[src/rtl/lfsr_checker_sat_counter.sv]
// Saturating up-counter with synchronous clear (clear wins) and async active-low reset.
module sat_counter #(
    parameter int unsigned W = 16
) (
    input  logic         clk,
    input  logic         reset,
    input  logic         inc,
    input  logic         clr,
    output logic [W-1:0] count
);

    always_ff @(posedge clk or negedge reset) begin
        if (!reset) begin
            count <= '0;
        end else if (clr) begin
            count <= '0;
        end else if (inc && (count != '1)) begin
            count <= count + W'(1);
        end
    end

endmodule

[config.mk]
export PLATFORM = sky130hd
export DESIGN_NAME = sat_counter
export DESIGN_NICKNAME = d
export VERILOG_FILES = /design/src/rtl/lfsr_checker_sat_counter.sv
export SDC_FILE = /design/constraint.sdc
export NUM_CORES = 1
export LEC_CHECK = 0
export BUFFER_PORTS_ARGS = -buffer_cell sky130_fd_sc_hd__buf_2
export CAP_MARGIN = 20
export CORE_MARGIN = 2
export CORE_UTILIZATION = 50
export DETAILED_ROUTE_END_ITERATION = 16
export PLACE_DENSITY_LB_ADDON = 0.12
export SETUP_SLACK_MARGIN = 0.3
export SLEW_MARGIN = 20
export SYNTH_ARGS = -nofsm -noshare
export SYNTH_HDL_FRONTEND = slang
export SYNTH_SLANG_ARGS = --single-unit
[constraint.sdc]
create_clock -name clk -period 1.85 [get_ports clk]
set_input_delay 0.37 -clock clk [delete_from_list [all_inputs] [get_ports clk]]
set_output_delay 0.37 -clock clk [all_outputs]
set_load 0.05 [all_outputs]
# Word level (Yosys, flattened, before mapping)
# Cells that the tools add are included.
# classes
n_addsub	1
eq_ne	1
mux	2
n_reduce_logical	2
# op_table
op	count
$mux W16	2
$add A16 B1 Y16 const B	1
$ne A16 B16 Y1 const B	1
$reduce_bool A2 Y1	1
$logic_and A1 B1 Y1	1
# word_totals
reg_bits	16
inputBits	4
output_inout_bits	16
wordCells	7

# Depth between registers and ports, before layout
# Gate-level depths: netlist (run 1).
# logic_depth
depth_word	4
ltp_mapped	6
mapped_depth_nobuf	5

# Worst setup path before layout (run 1)
# No wires, ideal clock.
# synth_timing
kind	register to register
start	reg count[0]
end	reg count[15]
setup_time_ns	0.128
t_arrival_ns	1.988
t_required_ns	1.722
setup_slack_ns	-0.266
stages_incl_launch_ff	6
n_path_buf	0
synth_period_minus_slack_ns	2.116
cell_sequence	dfrtp_1 -> ha_1 -> nand4_2 -> nor4_4 -> nor4_1 -> mux2_1
# synth_via
elab_chain_len	3
word_cells_on_any_way	6
classes_between	add/sub: 1; eq/ne: 1; mux: 2; reduce/logical: 2
# synth_rtl
item	line	text
start: declaration	9	output logic [W-1:0] count
start signal: assignment	18	count <= count + W'(1);
$add A16 B1 Y16 or $ne A16 B16 Y1 (tied branches)	18, 17	
$mux W16 or $logic_and A1 B1 Y1 (tied branches)	17	end else if (inc && (count != '1)) begin
$mux W16 or $reduce_bool A2 Y1 (tied branches)	-	
# Parallel ways exist; a longest one is shown, timed or not. The select of a mux whose other input is x is not followed.
# A chain may end at the register's enable or synchronous reset.

# Final worst setup path (run 1)
# layout_timing
start	reg count[0]
end	reg count[10]
# The elaborated chain is that of the path after synthesis.

==> results of run 1 <==
[cell usage in the layout, fill, tap and decap left out, types with 4 or more instances in the layout]
master and n:
buf_2 19, dfrtp_2 16, buf_4 15, a21oi_1 8, nand4_1 6, o31ai_1 6
nand2_1 6, nor4_4 5, o21ai_1 4, or4_1 4, nor2b_1 4, nor2_1 4
mux2_4 4
[routing by layer]
layer	GRT usage, %	vias up	part of all wire [%]
met5	0	-	0
met4	8.33	0	0.81
met3	6.79	4	4.1
met2	39.2	26	52
met1	30.5	474	43
li1	-	458	-
[cells by family after synthesis]
logic type | after synthesis | share of synthesized area (%)
mux | 4 | 4.78
fa+ha+maj | 1 | 1.33
buf+inv | 8 | 3.98
simple gates | 45 | 31.2
flops | 16 | 42.5
compound gates | 24 | 16.2
[metrics by stage]
stage	total power [mW]	util [%]	hold slack (ns)	setup slack, ns
after floorplan	0.397	-	0.0744	0.0582
after global placement	0.416	64.2	0.310	0.142
after detailed placement	0.417	64.2	0.304	0.118
after CTS	0.610	72.5	0.361	0.153
after global routing	0.632	78.8	0.402	0.0777
final	0.606	78.8	0.380	0.167
[area by class of cell]
cell class              instances  area [um2]  area share, %
multi-input cells              74         638           46.4
flip-flops and latches         16         420           30.6
repair buffers                 38         251           18.3
well taps                      25        31.3           2.27
clock buffers                   3        22.5           1.64
inverters                       3        11.3          0.819
[timing repair]
action,in CTS,in global routing
hold buffers,1,0
resized for setup,11,12
setup endpoints to repair,12,16
pin swaps,10,8
hold endpoints to repair,16,0
buffers inserted,7,7
[power by group through the flow]
stage	clock (mW)	sequential (mW)	combinational [mW]
finish	0.184	0.358	0.0645
global route	0.202	0.358	0.0713
CTS	0.192	0.358	0.0605
detailed placement	0	0.365	0.0520
global placement	0	0.365	0.0509
floorplan	0	0.376	0.0206
[worst max-delay path, delay by kind of cell, from the launching register on]
family / cells / cell delay [ns]
compound gates: 2 / 0.26
simple gates: 2 / 0.68
flops: 1 / 0.41
buf+inv: 1 / 0.10
fa+ha+maj: 1 / 0.16
[worst min path at each step]
stage,from,endpoint,slack [ns],cells past startpoint
after global routing,inc,count[1],0.40,3
after CTS,inc,count[1],0.36,3
after global placement,reset,count[6],0.31,1
after detailed placement,reset,count[15],0.30,1
after floorplan,reset,count[0],0.07,0
final,inc,count[1],0.38,3
==> impl_metrics.env, run 1 <==
export IMPL_status="finished clean"
export IMPL_chipHeight_um=47.4
export IMPL_comb_power_share_pct=10.6
export IMPL_ir_drop_mv=0.415
export IMPL_slew_violations=0
export IMPL_pwr_share_seq_pct=59.0
export IMPL_grt_first_pass_wirelength_mm=3.70
export IMPL_skew_ns=0.00542
export IMPL_drive_gt1_share_pct=59.7
export IMPL_crit_chain="ha_4 -> buf_6 -> and4_4 -> o211ai_4 -> or4_4 -> a21oi_2"
export IMPL_powerDensity_mw_per_mm2=441
export IMPL_first_global_vias=836
export IMPL_crit_fanout=7
export IMPL_leakage_nw=0.557
export IMPL_synthToLayoutAreaGrowth_pct=45.9
export IMPL_max_flop_register="count"
export IMPL_reg2reg_from="count[0]"
export IMPL_synth_main_ff_cell="dfrtp_1"
export IMPL_clock_power_share_pct=30.4
export IMPL_synth_cell_type_count=28
export IMPL_vias_per_cell=6.05
export IMPL_synth_edf_count=0
export IMPL_ys_top_cells_by_area="dfrtp_1 (42%), a21oi_1 (5.8%), o31ai_1 (5.6%), mux2_1 (4.8%), nand4_1 (4.0%)"
export IMPL_largest_register_ffs=16
export IMPL_clock_latency_ns=0.29
export IMPL_cts_tree="done"
export IMPL_final_hold_violation_count=0
export IMPL_synth_area_leader_cell="dfrtp_1"
export IMPL_yosysMostFrequentCell="dfrtp_1"
export IMPL_syn_inst=98
export IMPL_portBuffers=19
export IMPL_crit_start="count[0]"
export IMPL_reg_top3="count: 16 flops"
export IMPL_hpwlAfterDp_mm=1.56
export IMPL_fin_crit_sh_pct=91.0
export IMPL_worstSetupPathType="reg -> reg"
export IMPL_slew_headroom_pct=50.9
export IMPL_drv_cap=0
export IMPL_htreeDepth=1
export IMPL_drt_initial_drc_count=19
export IMPL_r2r_setup_slack_ns=0.17
export IMPL_routed_wl_mm=2.61
export IMPL_clkSinkCount=16
export IMPL_finalSetupViolCount=0
export IMPL_worst_path_largest_cell_delay_ns=0.43
export IMPL_p_int_mw=0.448
export IMPL_fill_cells=122
export IMPL_cp_arrival_ns=1.90
export IMPL_switching_share_pct=26.1
export IMPL_final_net_count=141
export IMPL_grt_usage_pct=24.0
export IMPL_clkTransAtPathRegs_ns=0.09
export IMPL_fin_area_mm2=0.00138
export IMPL_initial_utilization_pct=54.0
export IMPL_async_flop_share_pct=100
export IMPL_dp_cells=141
export IMPL_seq_area_frac_synth_pct=42.5
export IMPL_crit_required_ns=2.07
export IMPL_synth_seq_cells=16
export IMPL_antenna_found_initial=0
export IMPL_diodes=0
export IMPL_cp_end_kind="register"
export IMPL_setup_tns_ns=0
export IMPL_die_w_um=47.4
export IMPL_timing_fmax_mhz=594
export IMPL_ios=20
export IMPL_routedWlPerCell_um=16.4
export IMPL_cts_root_buffer="clkbuf_4"
export IMPL_row_count=15
export IMPL_numCtsBuffers=3
export IMPL_syn_mean_instance_area_um2=9.61
export IMPL_r2r_end="count[10]"
export IMPL_period_needed_ns=1.68
export IMPL_postSynthNetCount=103
export IMPL_dr_pass1_iters=4
export IMPL_overflow=0
export IMPL_worstMarginPinSlew_ns=0.736
export IMPL_placedInstanceArea_mm2=0.00112
export IMPL_synth_top_cell_area_share_pct=42.5
export IMPL_cpMaxStageDelayCell="or4_4"
export IMPL_ys_warn_count=0
export IMPL_crit_path_end="count[10]"
export IMPL_num_vias=962
export IMPL_cts_buffer_depth=2
export IMPL_dieArea_mm2=0.00225
export IMPL_switching_power_mw=0.158
export IMPL_start_kind="register"
export IMPL_gp_congestion=0.781
export IMPL_rsz0062_at_grt="true"
export IMPL_ff2ff_path_depth=6
export IMPL_synth_area_um2=942
export IMPL_grt_max_degree=21
export IMPL_core_area_mm2=0.00175
export IMPL_detail_route_antenna_nets=0
export IMPL_ys_top_cells_by_count="dfrtp_1 (16), a21oi_1 (11), o31ai_1 (7)"
export IMPL_route_detailed_drc=0
export IMPL_finalNonFillerCells=159
export IMPL_hold_class="in -> reg"
Note: power is estimated with default switching activity, not from simulation.
==> run 2: changes to the inputs <==
CTS_CLUSTER_SIZE = 16   (was not set)
MAX_ROUTING_LAYER = met4   (was not set)
==> impl_metrics.env, run 2 (same netlist as run 1, synthesis figures left out) <==
export IMPL_chipHeight_um=47.4
export IMPL_num_vias=947
export IMPL_timing_fmax_mhz=596
export IMPL_ir_drop_mv=0.415
export IMPL_cp_arrival_ns=1.90
export IMPL_grt_first_pass_wirelength_mm=3.69
export IMPL_portBuffers=19
export IMPL_dr_pass1_iters=4
export IMPL_ff2ff_path_depth=6
export IMPL_whs_path_depth=3
export IMPL_route_detailed_drc=0
export IMPL_detail_route_antenna_nets=0
export IMPL_worstSetupPathType="reg -> reg"
export IMPL_vias_per_cell=5.99
export IMPL_fin_crit_sh_pct=90.7
export IMPL_cp_end_kind="register"
export IMPL_grt_max_degree=21
export IMPL_numCtsBuffers=3
export IMPL_final_net_count=140
export IMPL_regArea_um2=420
export IMPL_rsz0062_at_grt="true"
export IMPL_status="finished clean"
export IMPL_fill_cells=125
export IMPL_clock_latency_ns=0.29
export IMPL_worstMarginPinSlew_ns=0.738
export IMPL_most_common_layout_cells="buf_2 (19), dfrtp_2 (16), buf_4 (14)"
export IMPL_clkSinkCount=16
export IMPL_routed_wl_mm=2.51
export IMPL_initial_utilization_pct=54.0
export IMPL_period_needed_ns=1.68
export IMPL_multi_input_area_um2=638
export IMPL_clkTransAtPathRegs_ns=0.09
export IMPL_leakage_nw=0.551
export IMPL_drt_initial_drc_count=16
export IMPL_finalSetupViolCount=0
export IMPL_overflow=0
export IMPL_hold_class="in -> reg"
export IMPL_start_kind="register"
export IMPL_cts_tree="done"
export IMPL_reg_top3="count: 16 flops"
export IMPL_cts_root_buffer="clkbuf_4"
export IMPL_drv_cap=0
export IMPL_gp_congestion=0.792
export IMPL_skew_ns=0.00739
export IMPL_slew_violations=0
export IMPL_max_flop_register="count"
export IMPL_final_hold_violation_count=0
export IMPL_largest_register_ffs=16
export IMPL_drive_gt1_share_pct=59.4
export IMPL_antenna_found_initial=0
export IMPL_grt_usage_pct=24.7
export IMPL_crit_fanout=7
export IMPL_crit_required_ns=2.07
export IMPL_first_global_vias=839
export IMPL_diodes=0
export IMPL_synthToLayoutAreaGrowth_pct=45.2
export IMPL_row_count=15
export IMPL_routedWlPerCell_um=15.9
export IMPL_cts_buffer_depth=2
export IMPL_slew_headroom_pct=50.7
export IMPL_powerDensity_mw_per_mm2=443
export IMPL_hpwlAfterDp_mm=1.56
export IMPL_fin_util_pct=78.4
export IMPL_dieArea_mm2=0.00225
export IMPL_ios=20
export IMPL_htreeDepth=1
export IMPL_die_w_um=47.4
export IMPL_setup_tns_ns=0
export IMPL_layout_cells_most_common="buf_2"
export IMPL_core_area_mm2=0.00175
==> run 2: metrics by stage <==
stage	cell area, um2	setup slack, ns	power [mW]	hold slack, ns	cells
2_1_floorplan	990	0.0582	0.397	0.0744	98
3_3_place_gp	1120	0.142	0.416	0.310	141
3_5_place_dp	1120	0.118	0.417	0.304	141
4_1_cts	1260	0.153	0.610	0.361	152
5_1_grt	1370	0.112	0.631	0.402	158
6_report	1370	0.172	0.606	0.382	158
==> run 2: repair_timing <==
action	CTS	global route
buffers inserted	7	6
endpoints found under the hold margin	16	0
pin swaps	10	8
hold buffers	1	0
setup endpoints to repair	12	16
resized for setup	11	12
==> run 2: final cells by class <==
cell class,count,area share [%]
Clock buffer,3,1.65
Inverter,3,0.823
Multi-Input combinational cell,74,46.7
Sequential cell,16,30.7
Tap cell,25,2.29
Timing Repair Buffer,37,17.8
==> run 2: worst paths after layout <==
| check | from | end | slack (ns) |
|---|---|---|---|
| max | count[0] | count[10] | 0.17 |
| min reg2reg | count[12] | count[12] | 0.61 |
| min in group asynchronous | reset | count[6] | 0.53 |
| max in group asynchronous | reset | count[1] | 1.03 |
| min | inc | count[1] | 0.38 |
| max reg2reg | count[0] | count[10] | 0.17 |
==> run 2: power breakdown <==
group | internal, mW | leakage (nW) | switching [mW]
sequential | 0.353 | 0.196 | 0.00456
clock | 0.0758 | 0.0138 | 0.109
combinational | 0.0190 | 0.342 | 0.0450
==> run 2: metal layers <==
layer	routed length (um)	global-route usage [%]	vias to the layer above
met5	0	-	-
met4	12	8.33	0
met3	94	6.79	2
met2	1290	39.5	19
met1	1110	30.0	468
li1	-	-	458
==> run 2: worst max-delay path, stage by stage, from the launching register on <==
cell	delay, ns
dfrtp_2	0.41
ha_4	0.16
buf_6	0.10
and4_4	0.25
o211ai_4	0.11
or4_4	0.43
a21oi_2	0.14
